<file path="config.mk">
export PLATFORM = sky130hd
export DESIGN_NAME = muit
export DESIGN_NICKNAME = d
export VERILOG_FILES = /design/src/rtl/muit.sv
export SDC_FILE = /design/constraint.sdc
export NUM_CORES = 1
export LEC_CHECK = 0
export CORE_MARGIN = 2
export CORE_UTILIZATION = 46
export DETAILED_ROUTE_END_ITERATION = 8
export HOLD_SLACK_MARGIN = 0.03
export PLACE_DENSITY_LB_ADDON = 0.15
export SLEW_MARGIN = 20
export SYNTH_ARGS = -nofsm -noshare
export SYNTH_HDL_FRONTEND = slang
export SYNTH_SLANG_ARGS = --single-unit
</file>
<file path="constraint.sdc">
create_clock -name clk -period 1 [get_ports clk]
set_clock_uncertainty 0.05 [all_clocks]
set_input_delay 0.2 -clock clk [delete_from_list [all_inputs] [get_ports clk]]
set_output_delay 0.2 -clock clk [all_outputs]
set_load 0.03 [all_outputs]
</file>
<file path="src/rtl/muit.sv">
// muit: two-stage pipelined 8x8 unsigned multiplier (partial products + adder tree).
// Ports: clk, rst (async active-high), a/b 8-bit operands, outcome 16-bit product.
module muit (
  input  logic        clk,
  input  logic        rst,
  input  logic [7:0]  a,
  input  logic [7:0]  b,
  output logic [15:0] outcome
);

  // Reset is applied asynchronously but released on the falling clk edge,
  // half a period clear of the rising edge that samples the operands, so
  // the rising edge after release is the first sampling edge.
  logic rst_hold;

  always_ff @(negedge clk or posedge rst) begin
    if (rst) rst_hold <= 1'b1;
    else     rst_hold <= 1'b0;
  end

  logic [7:0]  a_r;
  logic [7:0]  b_r;
  logic [15:0] pp [8];
  logic [15:0] s1 [4];
  logic [15:0] s2 [2];
  logic [15:0] s3;

  always_ff @(posedge clk or posedge rst_hold) begin
    if (rst_hold) begin
      a_r <= '0;
      b_r <= '0;
    end else begin
      a_r <= a;
      b_r <= b;
    end
  end

  always_comb begin
    for (int i = 0; i < 8; i++) begin
      pp[i] = '0;
      if (b_r[i]) pp[i] = {8'b0, a_r} << i;
    end
  end

  always_comb begin
    for (int i = 0; i < 4; i++) s1[i] = pp[2*i] + pp[2*i+1];
    for (int i = 0; i < 2; i++) s2[i] = s1[2*i] + s1[2*i+1];
    s3 = s2[0] + s2[1];
  end

  always_ff @(posedge clk or posedge rst_hold) begin
    if (rst_hold) outcome <= '0;
    else          outcome <= s3;
  end

endmodule

</file>
* Yosys cells after proc, flatten, opt, wreduce, memory -nomap -nowiden
Index checks and enable logic that the tools add are counted.
Storage, ports and cells: bits in registers 33, output and inout bits 16, word-level logic and storage cells 19
Cells by class: add/subtract/negate cells 7, muxes and demuxes 8
Operators with widths (count):
- adder 13 x 16 -> 16 bit | 1
- adder 14 x 15 -> 16 bit | 1
- adder 14 x 16 -> 16 bit | 1
- 2-to-1 mux 15 bit | 1
- adder 12 x 13 -> 14 bit | 1
- 2-to-1 mux 14 bit | 1
- adder 10 x 12 -> 13 bit | 1
- 2-to-1 mux 13 bit | 1
- adder 10 x 11 -> 12 bit | 1
- 2-to-1 mux 12 bit | 1
- 2-to-1 mux 11 bit | 1
- adder 8 x 9 -> 10 bit | 1
- 2-to-1 mux 10 bit | 1
- 2-to-1 mux 9 bit | 1
- 2-to-1 mux 8 bit | 1

* Logic depth before layout (Yosys ltp)
Gate-level depths: netlist of run 1.
word-level depth 4, gate-level depth with buffers 21, depth with buffers taken out 21

==> results of run 1 <==
==> worst reg2reg max path, cell delays in order, from the launching register on <==
cell and delay (ns):
dfrtp_1 0.43, and2_4 0.17, fa_1 0.50, fa_1 0.49
ha_2 0.20, fa_2 0.43, xnor2_2 0.16, fa_2 0.21
inv_2 0.04, fa_2 0.34, inv_2 0.07, fa_2 0.43
inv_2 0.08, ha_4 0.13, inv_2 0.03, fa_2 0.34
nor2b_2 0.13, o21ai_2 0.07, a21oi_2 0.19, mux2i_1 0.20
nand3_1 0.08
==> metrics by stage <==
| step | setup WS (ns) | power, mW | TNS, ns |
|---|---|---|---|
| 2_1_floorplan | -3.790 | 4.669 | -44.26 |
| 3_3_place_gp | -3.955 | 6.029 | -40.73 |
| 3_5_place_dp | -3.994 | 6.128 | -41.40 |
| 4_1_cts | -3.863 | 7.890 | -43.84 |
| 5_1_grt | -4.081 | 8.698 | -46.56 |
| 6_report | -3.884 | 8.012 | -42.97 |
==> cell usage after synthesis (all sizes together) <==
library cell	count	area share
nor3b	2	0.0053
nor4	2	0.0067
nand3	1	0.0018
inv	47	0.063
dfrtp	32	0.29
and2	30	0.067
mux2i	1	0.0036
o21bai	3	0.0080
dfstp	1	0.0094
nor3	2	0.0053
a21o	3	0.0080
ha	29	0.13
nor2b	3	0.0067
fa	35	0.25
or2	1	0.0022
o21ai	7	0.012
o32ai	1	0.0058
a211oi	2	0.0053
nor2	5	0.0067
a221o	1	0.0036
xnor2	11	0.034
conb	1	0.0013
o21a	2	0.0053
clkbuf	1	0.0013
nand2	34	0.045
a21oi	8	0.014
and3	2	0.0045
xor2	2	0.0062
a31oi	1	0.0022
==> layer usage <==
metal,vias to the layer above,part of all wire
met5,-,0
met4,0,0.012
met3,5,0.026
met2,30,0.48
met1,1029,0.48
li1,1025,-
==> how the worst max path moves through the flow <==
stage	startpoint	end	slack (ns)	cells after the start
3_3_place_gp	b_r[2]	outcome[15]	-3.96	20
2_1_floorplan	b_r[1]	outcome[15]	-3.79	20
6_report	b_r[3]	outcome[15]	-3.88	20
5_1_grt	b_r[3]	outcome[15]	-4.08	20
3_5_place_dp	b_r[2]	outcome[15]	-3.99	20
4_1_cts	b_r[3]	outcome[15]	-3.86	21
==> registers in the layout (all words and copies together), names as in the netlist <==
signal	count
a_r	8
b_r	8
outcome	16
rst_hold	1
==> cell families (layout without fill, tap and decap cells) <==
| family | count (synthesis) | count (layout) | synth area share |
|---|---|---|---|
| other cells | 1 | 1 | 0.001336 |
| buf+inv | 48 | 140 | 0.06420 |
| xor+xnor | 13 | 13 | 0.04057 |
| compound gates | 28 | 28 | 0.06509 |
| fa+ha+maj | 64 | 64 | 0.3790 |
| mux | 1 | 1 | 0.003567 |
| flops | 33 | 33 | 0.2947 |
| simple gates | 82 | 82 | 0.1516 |
==> power breakdown <==
group / switching, mW / total, mW / leakage [nW] / internal (mW)
Sequential: 0.149 / 1.81 / 0.388 / 1.66
Combinational: 2.37 / 4.87 / 1.54 / 2.50
Clock: 0.513 / 1.33 / 0.0638 / 0.818
==> timing repair <==
action,4_1_cts,5_1_grt
setup endpoints to repair,53,63
pin swaps,7,9
setup buffers,7,3
cloned,1,1
gates resized for setup,36,19
==> layout make-up <==
type / instances / area (sq um)
multi-input cells: 189 / 1969
flip-flops and latches: 33 / 828.3
clock buffers: 7 / 86.33
repair buffers: 85 / 822.0
clock inverters: 2 / 33.78
well taps: 75 / 93.84
inverters: 46 / 176.4
fillers: 469 / 1911
==> results.yml, run 1 <==
status:
  status: "complete, but fails checks"
  failed_checks: "negative setup slack"
floorplan:
  core_region_area_sq_um: 5921
  starting_utilization_of_the_core_area: 0.4740
  die_w_um: 82.11
  floorplan.die_area_sq_um: 6742
  dieHeight_um: 82.11
  rows: 28
  design.portCount: 34
global_routing:
  grt-busiest-layer: "met2"
  antenna_found_initial: 0
  globalRouteMet1Util: 0.2678
  met3_use_gr: 0.02935
  global_route.overflow_total: 0
  vias_in_the_first_global_route: 2119
  track_usage: 0.1881
  grt_max_degree: 12
  grt_use_met2: 0.3016
  grt_first_pass_wirelength_um: 9515
yosys:
  yosys_warnings: 0
  synth.yosys.seq_area_share: 0.2947
  post_synth.cell_area_avg_sq_um: 10.39
  netlist_instances: 270
  post_synth_num_cell_types: 32
  syn_area_sq_um: 2806
  ys_seq_elements: 33
  syn_nets: 352
worst_setup_path:
  crit_top_cell: "fa_2"
  slowest_stage: "fa_1"
  r2r.worst_path.cells: 20
  critical_path_at_ns: 5.00
  worstSetupEndpointType: "flip-flop"
  r2r_slack_ns: -3.88
  r2r_path_end: "outcome[15]"
  critical_path_rt_ns: 1.12
  regToRegStartpoint: "b_r[3]"
  criticalPathCategory: "flip-flop to flip-flop"
  crit_path_max_fanout: 4
  crit_path_cell_trace: "and2_4 > fa_1 > fa_1 > ha_2 > fa_2 > xnor2_2 > fa_2 > inv_2 > fa_2 > inv_2 > fa_2 > inv_2 > ha_4 > inv_2 > fa_2 > nor2b_2 > o21ai_2 > a21oi_2 > mux2i_1 > nand3_1"
  worst_path_dominant_cell_family: "adder cells"
  timing.critical_path.buf_inv: 4
  worstSetupStartpointType: "flip-flop"
  max_stage_delay_ns: 0.50
layout:
  layout.cells.most_common: "buf_4"
  area.growth.synth_to_final_pct: 42.89
  post_route_cells_drive_above_1_share: 0.3343
  diodes: 0
  layout.core_utilization: 0.6773
  final-instance-count-excl-fill: 437
  mostFrequentLayoutCells: "41 x buf_4, 38 x inv_1, 32 x nand2_1"
  nNetsFinal: 443
  final_area_sq_um: 4010
place:
  last_weighted_congestion_value_of_the_routability_driven_placer: 0.7646
  dp.cells: 420
  place.detailed.hpwl_um: 4303
  postPlaceCellArea_sq_um: 3595
  port_bufs: 33
routing:
  detail-route-antenna-nets: 0
  dr_total_vias: 2089
  initialDrtViolationCount: 93
  avgRoutedWirePerCell_um: 12.85
  detailedRoute.firstPassIterationCount: 4
  post_drt_via_cell_ratio: 4.780
  remaining_drc_errors: 0
  wl_final_um: 5617
timing:
  clock.fmax_mhz: 204.8
  finalHoldWorstSlack_ns: 0.2976
  slew_violations: 0
  final_critical_path_setup_slack_ns: -3.884
  final-setup-viol-count: 63
  report.final.hold_viol_count: 0
  post-route-period-util: 4.884
  rsz0062_at_grt: "yes"
  layout_min_cycle_time_ns: 4.884
worst_hold_path:
  hold_path_startpoint: "b[7]"
  number_of_cells_on_the_worst_hold_path: 1
  whs_endpoint: "b_r[7]"
  worstHoldPathType: "input pin to flip-flop"
clocking:
  htree_num_levels: 2
  cts.path.max_buffers: 2
  clkSlewWorstSetupHoldPaths_ns: 0.07
  holdBufCountCts: 0
  tritoncts: "built"
  worstSkewPairLatency_ns: 0.34
  cts_sinks: 33
  clock-root-buffer: "clkbuf_8"
  cts_inserted_buffers: 5
power_and_ir_drop:
  ir_drop_v: 0.001486
  cellPowerDensity_nw_per_um2: 1998
  total_leakage_power_nw: 1.992
flow_run:
  timing.max_cap.violations: 0
Power figures use the tool's default switching activity.
==> run 2, diff against run 1 <==
--- a/config.mk
+++ b/config.mk
@@ -9,6 +9,7 @@
 export CORE_UTILIZATION = 46
 export DETAILED_ROUTE_END_ITERATION = 8
 export HOLD_SLACK_MARGIN = 0.03
+export MAX_ROUTING_LAYER = met4
 export PLACE_DENSITY_LB_ADDON = 0.15
 export SLEW_MARGIN = 20
 export SYNTH_ARGS = -nofsm -noshare
==> run 2 against run 1 <==
Compared with the run above:
- the run still ends with negative setup slack left
- first-iteration DRC count decreased by 1.1%
- sequential power about the same
- via count unchanged
- final area unchanged
- maximum frequency about the same
- final cell count unchanged
- non-clock buffer count unchanged
- flip-flop and latch count unchanged
- combinational power about the same
==> results.yml, run 2 (same netlist as run 1, synthesis figures left out) <==
status:
  status: "complete, but fails checks"
  failed_checks: "negative setup slack"
place:
  place.detailed.hpwl_um: 4303
  dpl_ws_ns: -3.994
  dp.cells: 420
  port_bufs: 33
  postPlaceCellArea_sq_um: 3595
  last_weighted_congestion_value_of_the_routability_driven_placer: 0.7748
routing:
  initialDrtViolationCount: 92
  dr_total_vias: 2089
  remaining_drc_errors: 0
  post_drt_via_cell_ratio: 4.780
  wl_final_um: 5624
  detailedRoute.firstPassIterationCount: 4
  avgRoutedWirePerCell_um: 12.87
  detail-route-antenna-nets: 0
layout:
  area.growth.synth_to_final_pct: 42.89
  final_area_sq_um: 4010
  layout.core_utilization: 0.6773
  layout.cells.most_common: "buf_4"
  flip_flop_count_of_the_largest_register_all_copies_and_words_added: 16
  final.fill_count: 469
  nNetsFinal: 443
  post_route_cells_drive_above_1_share: 0.3343
  registers.top_by_ff_count: "outcome"
  largest_registers: "outcome x16, a_r x8, b_r x8"
  mostFrequentLayoutCells: "41 x buf_4, 38 x inv_1, 32 x nand2_1"
  final-instance-count-excl-fill: 437
  diodes: 0
floorplan:
  die_w_um: 82.11
  core_region_area_sq_um: 5921
  starting_utilization_of_the_core_area: 0.4740
  rows: 28
  floorplan.die_area_sq_um: 6742
  design.portCount: 34
  dieHeight_um: 82.11
global_routing:
  grt_max_degree: 12
  global_route.overflow_total: 0
  grt-busiest-layer: "met2"
  grt_first_pass_wirelength_um: 9515
  track_usage: 0.1935
  globalRouteMet1Util: 0.2678
  met3_use_gr: 0.02935
  vias_in_the_first_global_route: 2121
  antenna_found_initial: 0
  grt_use_met2: 0.3016
timing:
  rsz0062_at_grt: "yes"
  final-setup-viol-count: 63
  report.final.hold_viol_count: 0
  layout_min_cycle_time_ns: 4.883
  tns_ns: -42.97
  slew_violations: 0
  clock.fmax_mhz: 204.8
  post-route-period-util: 4.883
  final_critical_path_setup_slack_ns: -3.883
clocking:
  cts_inserted_buffers: 5
  cts.path.max_buffers: 2
  cts_sinks: 33
  htree_num_levels: 2
  clock-root-buffer: "clkbuf_8"
  clkSlewWorstSetupHoldPaths_ns: 0.07
  holdBufCountCts: 0
  worstSkewPairLatency_ns: 0.34
  tritoncts: "built"
power_and_ir_drop:
  total_leakage_power_nw: 1.992
  cellPowerDensity_nw_per_um2: 1998
  ir_drop_v: 0.001486
flow_run:
  timing.max_cap.violations: 0
worst_hold_path:
  number_of_cells_on_the_worst_hold_path: 1
  whs_endpoint: "b_r[7]"
  worstHoldPathType: "input pin to flip-flop"
  hold_path_startpoint: "b[7]"
worst_setup_path:
  r2r_path_end: "outcome[15]"
  crit_path_max_fanout: 4
  critical_path_rt_ns: 1.12
  r2r_slack_ns: -3.88
  critical_path_at_ns: 5.00
  regToRegStartpoint: "b_r[3]"
  r2r.worst_path.cells: 20
  criticalPathCategory: "flip-flop to flip-flop"
  worstSetupStartpointType: "flip-flop"
  worstSetupEndpointType: "flip-flop"
[run 2: what timing repair did]
action	in CTS	in global routing
cloned	1	1
pin swaps	7	9
gates resized for setup	36	19
setup buffers	7	3
setup endpoints to repair	53	63
[run 2: worst max-delay path: stages, from the launching register on]
cell and delay (ns):
dfrtp_1 0.43, and2_4 0.17, fa_1 0.50, fa_1 0.49, ha_2 0.20, fa_2 0.43
xnor2_2 0.16, fa_2 0.21, inv_2 0.04, fa_2 0.34, inv_2 0.07, fa_2 0.43
inv_2 0.08, ha_4 0.13, inv_2 0.03, fa_2 0.34, nor2b_2 0.13, o21ai_2 0.07
a21oi_2 0.19, mux2i_1 0.20, nand3_1 0.08
[run 2: how the worst max path moves through the flow]
stage	start	endpoint	slack [ns]	cells after the start
after floorplan	b_r[1]	outcome[15]	-3.79	20
after global placement	b_r[2]	outcome[15]	-3.96	20
after detailed placement	b_r[2]	outcome[15]	-3.99	20
after CTS	b_r[3]	outcome[15]	-3.86	21
after global routing	b_r[3]	outcome[15]	-4.08	20
final	b_r[3]	outcome[15]	-3.88	20
[run 2: stage by stage]
| stage | hold WS [ns] | power (mW) |
|---|---|---|
| 2_1_floorplan | 0.1814 | 4.669 |
| 3_3_place_gp | 0.5797 | 6.029 |
| 3_5_place_dp | 0.5918 | 6.128 |
| 4_1_cts | 0.2898 | 7.890 |
| 5_1_grt | 0.3003 | 8.698 |
| 6_report | 0.2979 | 8.012 |
[run 2: layer usage]
layer	up-vias	routed length, um
met5	-	0
met4	0	68
met3	5	147
met2	31	2701
met1	1028	2707
li1	1025	-
[run 2: power breakdown]
group / switching (mW) / internal (mW)
combinational: 2.37 / 2.50
sequential: 0.149 / 1.66
clock: 0.513 / 0.818
total: 3.03 / 4.98
[run 2: area by class of cell]
| type | count | area [sq um] | share of cell area |
|---|---|---|---|
| Multi-Input combinational cell | 189 | 1969 | 0.4911 |
| Sequential cell | 33 | 828.3 | 0.2066 |
| Timing Repair Buffer | 85 | 822.0 | 0.2050 |
| Inverter | 46 | 176.4 | 0.04399 |
| Tap cell | 75 | 93.84 | 0.02340 |
| Clock buffer | 7 | 86.33 | 0.02153 |
| Clock inverter | 2 | 33.78 | 0.008424 |
